===== config.mk =====
export PLATFORM = sky130hd
export DESIGN_NAME = sync_fifo_prog
export DESIGN_NICKNAME = d
export VERILOG_FILES = /design/src/rtl/sync_fifo_prog.sv
export SDC_FILE = /design/constraint.sdc
export NUM_CORES = 1
export LEC_CHECK = 0
export BUFFER_PORTS_ARGS = -buffer_cell sky130_fd_sc_hd__buf_2
export CORE_ASPECT_RATIO = 1.2
export CORE_MARGIN = 3
export CORE_UTILIZATION = 25
export DETAILED_ROUTE_END_ITERATION = 10
export PLACE_DENSITY = 0.5
export REMOVE_ABC_BUFFERS = 1
export SLEW_MARGIN = 5
export SYNTH_ARGS = -nofsm -noshare
export SYNTH_HDL_FRONTEND = slang
export SYNTH_SLANG_ARGS = --single-unit

===== constraint.sdc =====
create_clock -name clk -period 6.8 [get_ports clk]
set_input_delay 1.36 -clock clk [delete_from_list [all_inputs] [get_ports clk]]
set_output_delay 1.36 -clock clk [all_outputs]
set_load 0.01 [all_outputs]

===== src/rtl/sync_fifo_prog.sv =====
// Synchronous FIFO of any depth with programmable almost-full/almost-empty flags and registered status pulses.
// Optional saturating overflow/underflow event counters are enabled with the SYNC_FIFO_ERR_CNT_EN macro.
module sync_fifo_prog #(
    parameter int FIFO_WIDTH = 16,
    parameter int FIFO_DEPTH = 8,
    parameter int AF_THRESH  = FIFO_DEPTH - 1,
    parameter int AE_THRESH  = 1
) (
    input  logic                               clk,
    input  logic                               rst,
    input  logic                               wr_en,
    input  logic [FIFO_WIDTH-1:0]              data_in,
    input  logic                               rd_en,
    output logic [FIFO_WIDTH-1:0]              data_out,
    output logic                               full,
    output logic                               empty,
    output logic                               almostfull,
    output logic                               almostempty,
    output logic                               wr_ack,
    output logic                               overflow,
    output logic                               underflow,
    output logic [$clog2(FIFO_DEPTH+1)-1:0]    count
`ifdef SYNC_FIFO_ERR_CNT_EN
    ,
    output logic [7:0]                         ovf_cnt,
    output logic [7:0]                         udf_cnt
`endif
);

    localparam int CW = $clog2(FIFO_DEPTH + 1);
    localparam int PW = $clog2(FIFO_DEPTH);
    localparam logic [PW-1:0] LAST_PTR = PW'(FIFO_DEPTH - 1);

    logic [FIFO_WIDTH-1:0] mem [FIFO_DEPTH];
    logic [PW-1:0]         wr_ptr;
    logic [PW-1:0]         rd_ptr;
    logic                  wr_accept;
    logic                  rd_accept;
    logic                  wr_reject;
    logic                  rd_reject;

    // Handshake: a request is taken on the rising edge where it is accepted; a write
    // is accepted when not full or when a read leaves room the same cycle, a read
    // when not empty; rejected requests are dropped and reported by a one-cycle pulse.
    assign rd_accept = rd_en && !empty;
    assign wr_accept = wr_en && (!full || rd_en);
    assign wr_reject = wr_en && !wr_accept;
    assign rd_reject = rd_en && !rd_accept;

    assign full        = (count == CW'(FIFO_DEPTH));
    assign empty       = (count == '0);
    assign almostfull  = (count >= CW'(AF_THRESH));
    assign almostempty = (count != '0) && (count <= CW'(AE_THRESH));

    // Storage carries no reset; stale words are unreachable once the pointers clear.
    always_ff @(posedge clk) begin
        if (wr_accept && !rst) begin
            mem[wr_ptr] <= data_in;
        end
    end

    always_ff @(posedge clk) begin
        if (rst) begin
            wr_ptr    <= '0;
            rd_ptr    <= '0;
            count     <= '0;
            data_out  <= '0;
            wr_ack    <= 1'b0;
            overflow  <= 1'b0;
            underflow <= 1'b0;
        end else begin
            wr_ack    <= wr_accept;
            overflow  <= wr_reject;
            underflow <= rd_reject;
            if (wr_accept) begin
                wr_ptr <= (wr_ptr == LAST_PTR) ? '0 : wr_ptr + 1'b1;
            end
            if (rd_accept) begin
                data_out <= mem[rd_ptr];
                rd_ptr   <= (rd_ptr == LAST_PTR) ? '0 : rd_ptr + 1'b1;
            end
            case ({wr_accept, rd_accept})
                2'b10:   count <= count + 1'b1;
                2'b01:   count <= count - 1'b1;
                default: count <= count;
            endcase
        end
    end

`ifdef SYNC_FIFO_ERR_CNT_EN
    always_ff @(posedge clk) begin
        if (rst) begin
            ovf_cnt <= '0;
            udf_cnt <= '0;
        end else begin
            if (wr_reject && ovf_cnt != 8'hFF) begin
                ovf_cnt <= ovf_cnt + 1'b1;
            end
            if (rd_reject && udf_cnt != 8'hFF) begin
                udf_cnt <= udf_cnt + 1'b1;
            end
        end
    end
`endif

endmodule


# Word-level counts from Yosys, hierarchy flattened
# Memories as Yosys holds them, arrays and structs flattened. A register that Yosys moved wholly into a read port is not among the register bits.
# Index checks and enable logic that the tools add are counted.
# op_classes
n_eq_ne,5
reduce_logical,15
muxes,5
order_cmp,2
add_sub_neg,4
# op_table
op,count
case mux 4 bit (2 select lines),1
adder 3 x 1 -> 3 bit (second input constant),2
equality test 3 bit (second input constant),2
logical AND 1 bit,6
2-to-1 mux 3 bit,2
logical NOT 1 bit,5
adder 4 x 1 -> 4 bit (second input constant),1
equality test 4 bit (second input constant),1
>= comparator 4 x 3 -> 1 bit (second input constant),1
<= comparator 4 x 1 -> 1 bit (second input constant),1
logical NOT 4 bit,1
nonzero test 4 bit,1
subtractor 4 x 1 -> 4 bit (second input constant),1
equality test 2 x 1 -> 1 bit (second input constant),1
equality test 2 bit (second input constant),1
2-to-1 mux 1 bit,2
nonzero test 2 bit,1
logical OR 1 bit,1
# word_totals
register_bits,13
input_bits,20
out_inout_bits,27
ramBits,128
elab_cells,38
memories,1
# memory_table
name,words,width,rd,rd_ports_with_merged_regs,write_ports,line,text
mem,8,16,1,1,1,34,logic [FIFO_WIDTH-1:0] mem [FIFO_DEPTH];

# Depth between registers and ports, before layout
# Gate-level depths: netlist of run 1.
# depth
ltp_word,7
mapped_depth,11
ltp_nobuf,10

# Least setup slack after synthesis of run 1
# OpenSTA, ideal clock, no wires.
# synth_timing
path_kind,input to register
from,in rd_en
to,mem mem[1][0] (enable)
setup_ns,0.409
path_slack_ns,3.180
n_path_buf,1
path_stages,4
t_arrival_ns,3.211
required_ns,6.391
cell_sequence,buf_2 > o21ai_2 > or3b_1 > nor3_1
# synth_via
elab_chain_len,5
# synth_rtl
item,line,text
from (decl),13,"input logic rd_en,"
logical OR 1 bit,46,assign wr_accept = wr_en && (!full || rd_en);
logical AND 1 bit,46,
logical AND 1 bit,57,if (wr_accept && !rst) begin
2-to-1 mux 1 bit,57,
2-to-1 mux 1 bit (implied by the code),58,mem[wr_ptr] <= data_in;
to (decl),34,
# Every way passes these cells.

# Worst setup path after layout of run 1
# layout_timing
from,reg count[1]
to,out empty
# layout_via
elab_chain_len,1
# layout_rtl
item,line,text
from (decl),22,output logic [$clog2(FIFO_DEPTH+1)-1:0] count
from (signal assigned),83,2'b10: count <= count + 1'b1;
from (signal assigned),84,2'b01: count <= count - 1'b1;
from (signal assigned),85,default: count <= count;
logical NOT 4 bit,51,assign empty = (count == '0);
to (decl),16,"output logic empty,"
# Every way passes these cells.

==> flow_summary.yaml, run 1 <==
timing:
  maxSlewHeadroom_pct: 25.4
  setup_violations: 0
  worst_slack_ns: 3.58
  layout_worst_path_cycle_share_pct: 47.3
  final_hold_viol_count: 0
  slew_viol_final: 0
  hold_ws_ns: 0.460
  max_freq_mhz: 311
  tightest_slew_ns: 1.12
  timing.final.crit_period_ns: 3.22
  tns_ns: 0
  rsz0062_at_grt: "no"
  fin_skew_ns: 0.0172
placement:
  dp_hpwl_um: 7800
  place_ws_ns: 3.62
  gp_congestion: 0.705
  io_buffers: 46
setup_path:
  cp-end-kind: "output pin"
  ff2ff_path_depth: 10
  worstSetupPathType: "flip-flop to output pin"
  crit_family: "simple AND/OR/NAND/NOR gates"
  critPathMaxFanout: 6
  arrival_ns: 1.86
  startpoint_type: "flip-flop"
  max_stage_delay_ns: 0.51
  crit_path_top_delay_cell: "or3b_1"
  worst-path-buf-inv: 3
  worst_ep_required_time_ns: 5.44
  cp.depth: 5
  path_cells: "inv_1 > ha_1 > or3b_1 > inv_2 > buf_2"
die:
  die-area_sq_um: 26200
  rows: 61
  io-pin-count: 47
  coreArea_sq_um: 23600
  die_x_um: 148
  initial_utilization_pct: 25.8
  die_h_um: 177
cts:
  clock_latency_ns: 0.42
  cts_setup_buffers: 0
  hold_buffers: 0
  clk_pin_slew_ns: 0.06
  cts_htree_levels: 4
  clockBufferDepth: 2
  cts_buffers: 17
  clock-root-buffer: "clkbuf_16"
  cts_tree: "yes"
  cts.sinks: 157
  post_cts_resized: 0
synthesis:
  yosysTopAreaCellShare_pct: 63.2
  syn_area_per_cell_sq_um: 16.8
  synthTopCellsByCount: "edfxtp_1 (128), mux2i_1 (66), a22oi_1 (32)"
  yosys-top-cells-area: "edfxtp_1 (63%), mux2i_1 (11%), dfxtp_1 (9.5%), a22oi_1 (4.0%), a32o_1 (2.6%)"
  synth_edf_count: 128
  syn_inst: 363
  synth-warning-count: 0
  synth.distinct_cells: 36
  ys_ff_latch: 157
  ys_seq_area_share_pct: 72.8
  synthFlopType: "edfxtp_1"
  synth_async_sr_flop_share_pct: 0
  netlist_area_sq_um: 6080
  synth_top_cell_by_area: "edfxtp_1"
  synth_most_common_cell: "edfxtp_1"
layout:
  antenna-diode-count: 0
  area_growth_pct: 18.5
  nNetsFinal: 445
  drive_gt1_share_pct: 21.0
  nFillCells: 2312
routing:
  via_per_inst: 4.39
  drtPass1Iterations: 4
  wl_um: 13500
  vias: 3259
  drcViolationCount: 0
  wl_per_cell_um: 18.1
  drtIter0Drc: 264
  antenna_left: 0
power_and_ir_drop:
  switching_power_uw: 639
  internal_power_uw: 1820
  sw_frac_of_total_pct: 26.0
  combinationalPowerShare_pct: 18.5
  power_density_nw_per_um2: 341
  p_seq_share_pct: 46.2
  p_leak_uw: 0.00241
  ir_drop_mv: 0.187
  clkPwrFrac_pct: 35.3
grt:
  antenna_found_initial: 1
  grt_pass1_vias: 3479
  grt_pass1_wl_um: 20900
  grt_overflow: 0
  grt_max_degree: 64
  grt.total_usage_pct: 10.8
run_status:
  outcome: "finished, final reports clean"
worst_hold_path:
  hold_depth: 1
  hp-class: "flip-flop to flip-flop"
run:
  max_cap_viol_count: 0
-- kinds of logic after synthesis --
| kind of cell | count (synthesis) | share of synthesized area, % |
|---|---|---|
| flip-flops | 157 | 72.8 |
| AND/OR/NAND/NOR | 43 | 3.89 |
| AO/OA/AOI/OAI | 61 | 8.07 |
| adder cells (fa/ha/maj) | 8 | 1.65 |
| multiplexers | 66 | 10.9 |
| buffers and inverters | 25 | 2.35 |
| XOR/XNOR | 3 | 0.432 |
-- worst register-to-register path, cell delays in order, from the launching register on --
cell,delay (ns)
dfxtp_1,0.47
inv_1,0.08
ha_1,0.24
or3b_1,0.35
nand2_1,0.18
inv_1,0.10
ha_1,0.23
or4b_1,0.46
a21oi_1,0.19
xnor2_1,0.14
nor2_1,0.05
-- final timing paths --
kind / from / to / slack (ns)
min reg2reg: data_out[13] / data_out[13] / 0.46
max: count[1] / empty / 3.58
min: data_out[13] / data_out[13] / 0.46
max reg2reg: count[0] / count[3] / 4.20
-- per-layer routing --
layer | global-route usage (%) | up-vias | wire (um)
li1 | - | 1546 | -
met1 | 13.7 | 1614 | 5770
met2 | 17.8 | 89 | 6810
met3 | 3.23 | 8 | 735
met4 | 3.66 | 2 | 118
met5 | 0 | - | 20
-- final cells by class --
cell class	instances	area, sq um	share of cell area, %
flip-flops and latches	157	4430	61.5
multi-input cells	181	1530	21.3
clock buffers	19	433	6.01
well taps	315	394	5.47
repair buffers	55	298	4.13
clock inverters	11	103	1.42
inverters	5	18.8	0.260
-- stage by stage --
| stage | power (uW) | util, % | area (sq um) | std cells |
|---|---|---|---|---|
| floorplan | 1480 | - | 5960 | 343 |
| detailed placement | 1620 | 28.3 | 6670 | 713 |
| finish | 2450 | 30.6 | 7210 | 743 |
| global placement | 1610 | 28.3 | 6670 | 713 |
| global route | 2570 | 30.6 | 7210 | 743 |
| CTS | 2490 | 30.6 | 7210 | 743 |
-- power by group through the flow --
stage	registers [uW]	clock network, uW	logic [uW]
2_1_floorplan	1210	0	267
3_3_place_gp	1150	0	455
3_5_place_dp	1160	0	464
4_1_cts	1140	887	465
5_1_grt	1140	929	503
6_report	1130	866	454
-- layout by cell type, fill, tap and decap left out, types with 2 or more instances in the layout --
cell       synthesis  final
edfxtp_1         128    128
mux2i_1           66     66
buf_2              6     46
a22oi_1           32     32
dfxtp_1           29     28
clkbuf_16          0     17
a32o_1            16     16
nor2_1            12     11
buf_4              5      9
ha_1               8      8
nand2_1            7      7
a21oi_1            7      7
nand2b_1           5      5
clkinv_1           0      5
inv_1              4      4
or3_1              3      3
clkinv_2           0      3
or3b_1             2      2
nor3_2             0      2
xor2_1             2      2
nand4b_1           2      2
nor2_2             1      2
nor2b_2            0      2
clkbuf_1           6      2
bufinv_16          0      2
-- sequential cells by signal (all words and copies together), names as in the netlist --
register   count
overflow       1
wr_ptr         3
mem          128
count          4
underflow      1
rd_ptr         3
wr_ack         1
data_out      16
No activity file was read; power rests on OpenSTA's default activity.
==> run 2: changes to the inputs <==
Clock period 6.8 ns to 3.1 ns, I/O delays scaled along.
==> run 2 against run 1 <==
Net effect: flip-flop and latch count did not move; register-to-register slack got worse by 3.7 ns; sequential share of layout area fell by 1.2 points; non-clock buffer count rose by 3; critical endpoint is now count[3]; power rose by 140%.
==> flow_summary.yaml, run 2 (synthesis results as in run 1) <==
cts:
  hold_buffers: 0
  post_cts_resized: 0
  cts.sinks: 157
  cts_htree_levels: 4
  clk_pin_slew_ns: 0.06
  cts_setup_buffers: 0
  clockBufferDepth: 2
  clock-root-buffer: "clkbuf_16"
  clock_latency_ns: 0.42
  cts_buffers: 17
  cts_tree: "yes"
timing:
  final_hold_viol_count: 0
  layout_worst_path_cycle_share_pct: 82.4
  tns_ns: 0
  setup_violations: 0
  rsz0062_at_grt: "no"
  fin_skew_ns: 0.00837
  slew_viol_final: 0
  tightest_slew_ns: 1.20
  maxSlewHeadroom_pct: 19.8
  timing.final.crit_period_ns: 2.56
  max_freq_mhz: 391
placement:
  io_buffers: 46
  dp_hpwl_um: 7490
  gp_congestion: 0.732
  dpl-instance-area_sq_um: 6690
routing:
  drcViolationCount: 0
  drtIter0Drc: 232
  wl_per_cell_um: 17.6
  wl_um: 13100
  via_per_inst: 4.39
  antenna_left: 0
  vias: 3283
  drtPass1Iterations: 4
die:
  initial_utilization_pct: 25.8
  io-pin-count: 47
  die_h_um: 177
  rows: 61
  die_x_um: 148
  coreArea_sq_um: 23600
  die-area_sq_um: 26200
setup_path:
  worstSetupPathType: "flip-flop to flip-flop"
  worst_ep_required_time_ns: 3.40
  arrival_ns: 2.85
  cp-end-kind: "flip-flop"
  ff2ff_path_depth: 10
  startpoint_type: "flip-flop"
  critPathMaxFanout: 7
layout:
  regMostFlops: "mem"
  final_cell_mix: "edfxtp_1 (128), mux2i_1 (66), buf_2 (46)"
  top_regs: "mem x128, data_out x16, count x4"
  final_common_cell: "edfxtp_1"
  nNetsFinal: 448
  antenna-diode-count: 0
  largest_reg_flops: 128
  design_area_sq_um: 7350
  area_growth_pct: 20.9
  drive_gt1_share_pct: 22.6
grt:
  grt_pass1_wl_um: 20100
  grt_max_degree: 68
  grt.total_usage_pct: 10.5
  grt_pass1_vias: 3368
  grt_overflow: 0
  antenna_found_initial: 0
power_and_ir_drop:
  internal_power_uw: 4350
  sw_frac_of_total_pct: 24.8
  p_seq_share_pct: 45.6
  ir_drop_mv: 0.429
  clkPwrFrac_pct: 39.7
  switching_power_uw: 1440
  finalPower_uw: 5780
  power_density_nw_per_um2: 786
  p_leak_uw: 0.00248
  combinationalPowerShare_pct: 14.7
run:
  max_cap_viol_count: 0
worst_hold_path:
  hold_depth: 1
  hp-class: "primary input to flip-flop"
run_status:
  outcome: "finished, final reports clean"
==> run 2: cell types whose count changed in the layout (fill, tap and decap cells not counted) <==
cell and change:
buf_4 +3, bufinv_16 +3, clkinv_2 -1, nor2b_1 +2, clkinvlp_4 +2, nor2_1 +1
clkinv_1 -5, nor2b_2 -2, nor2_2 -1, clkbuf_1 -1, clkbuf_8 +4
==> run 2: through the flow <==
stage               std cells  hold slack (ns)  utilization [%]  worst slack [ns]
global placement          716            0.452             28.3             0.688
finish                    748            0.465             31.2             0.544
CTS                       748            0.450             31.2             0.550
detailed placement        716            0.459             28.3             0.536
global route              748            0.454             31.2             0.338
floorplan                 343            0.459                -           -0.0687
==> run 2: area by class of cell <==
class / instances / area [sq um]
Multi-Input combinational cell: 181 / 1520
Sequential cell: 157 / 4430
Timing Repair Buffer: 58 / 320
Tap cell: 315 / 394
Clock inverter: 10 / 184
Inverter: 5 / 18.8
Fill cell: 2304 / 16200
Clock buffer: 22 / 484
==> run 2: metal layers <==
| layer | vias to the layer above | share of wire (%) | track usage, % |
|---|---|---|---|
| li1 | 1549 | - | - |
| met1 | 1644 | 44 | 13.0 |
| met2 | 78 | 50 | 17.2 |
| met3 | 12 | 5.7 | 3.41 |
| met4 | 0 | 1.2 | 3.74 |
| met5 | - | 0 | 0 |
==> run 2: worst paths after layout <==
check / start / to / slack [ns]
setup / recovery: count[0] / count[3] / 0.54
hold / removal: data_in[11] / mem[7][11] / 0.47
setup reg to reg: count[0] / count[3] / 0.54
hold reg to reg: data_out[13] / data_out[13] / 0.47
==> run 2: power groups by stage <==
stage                     registers, uW  clock network, uW  logic, uW
after detailed placement           2690                  0        859
after CTS                          2640               2340        862
after floorplan                    2650                  0        585
final                              2640               2290        849
after global routing               2670               2450        936
after global placement             2670                  0        840
==> run 2: critical path: stages, from the launching register on <==
cell	delay (ns)
dfxtp_1	0.46
inv_1	0.10
ha_1	0.25
or3b_1	0.33
nand2_1	0.17
inv_1	0.08
ha_1	0.21
or4b_1	0.45
a21oi_1	0.20
xnor2_1	0.14
nor2_1	0.05
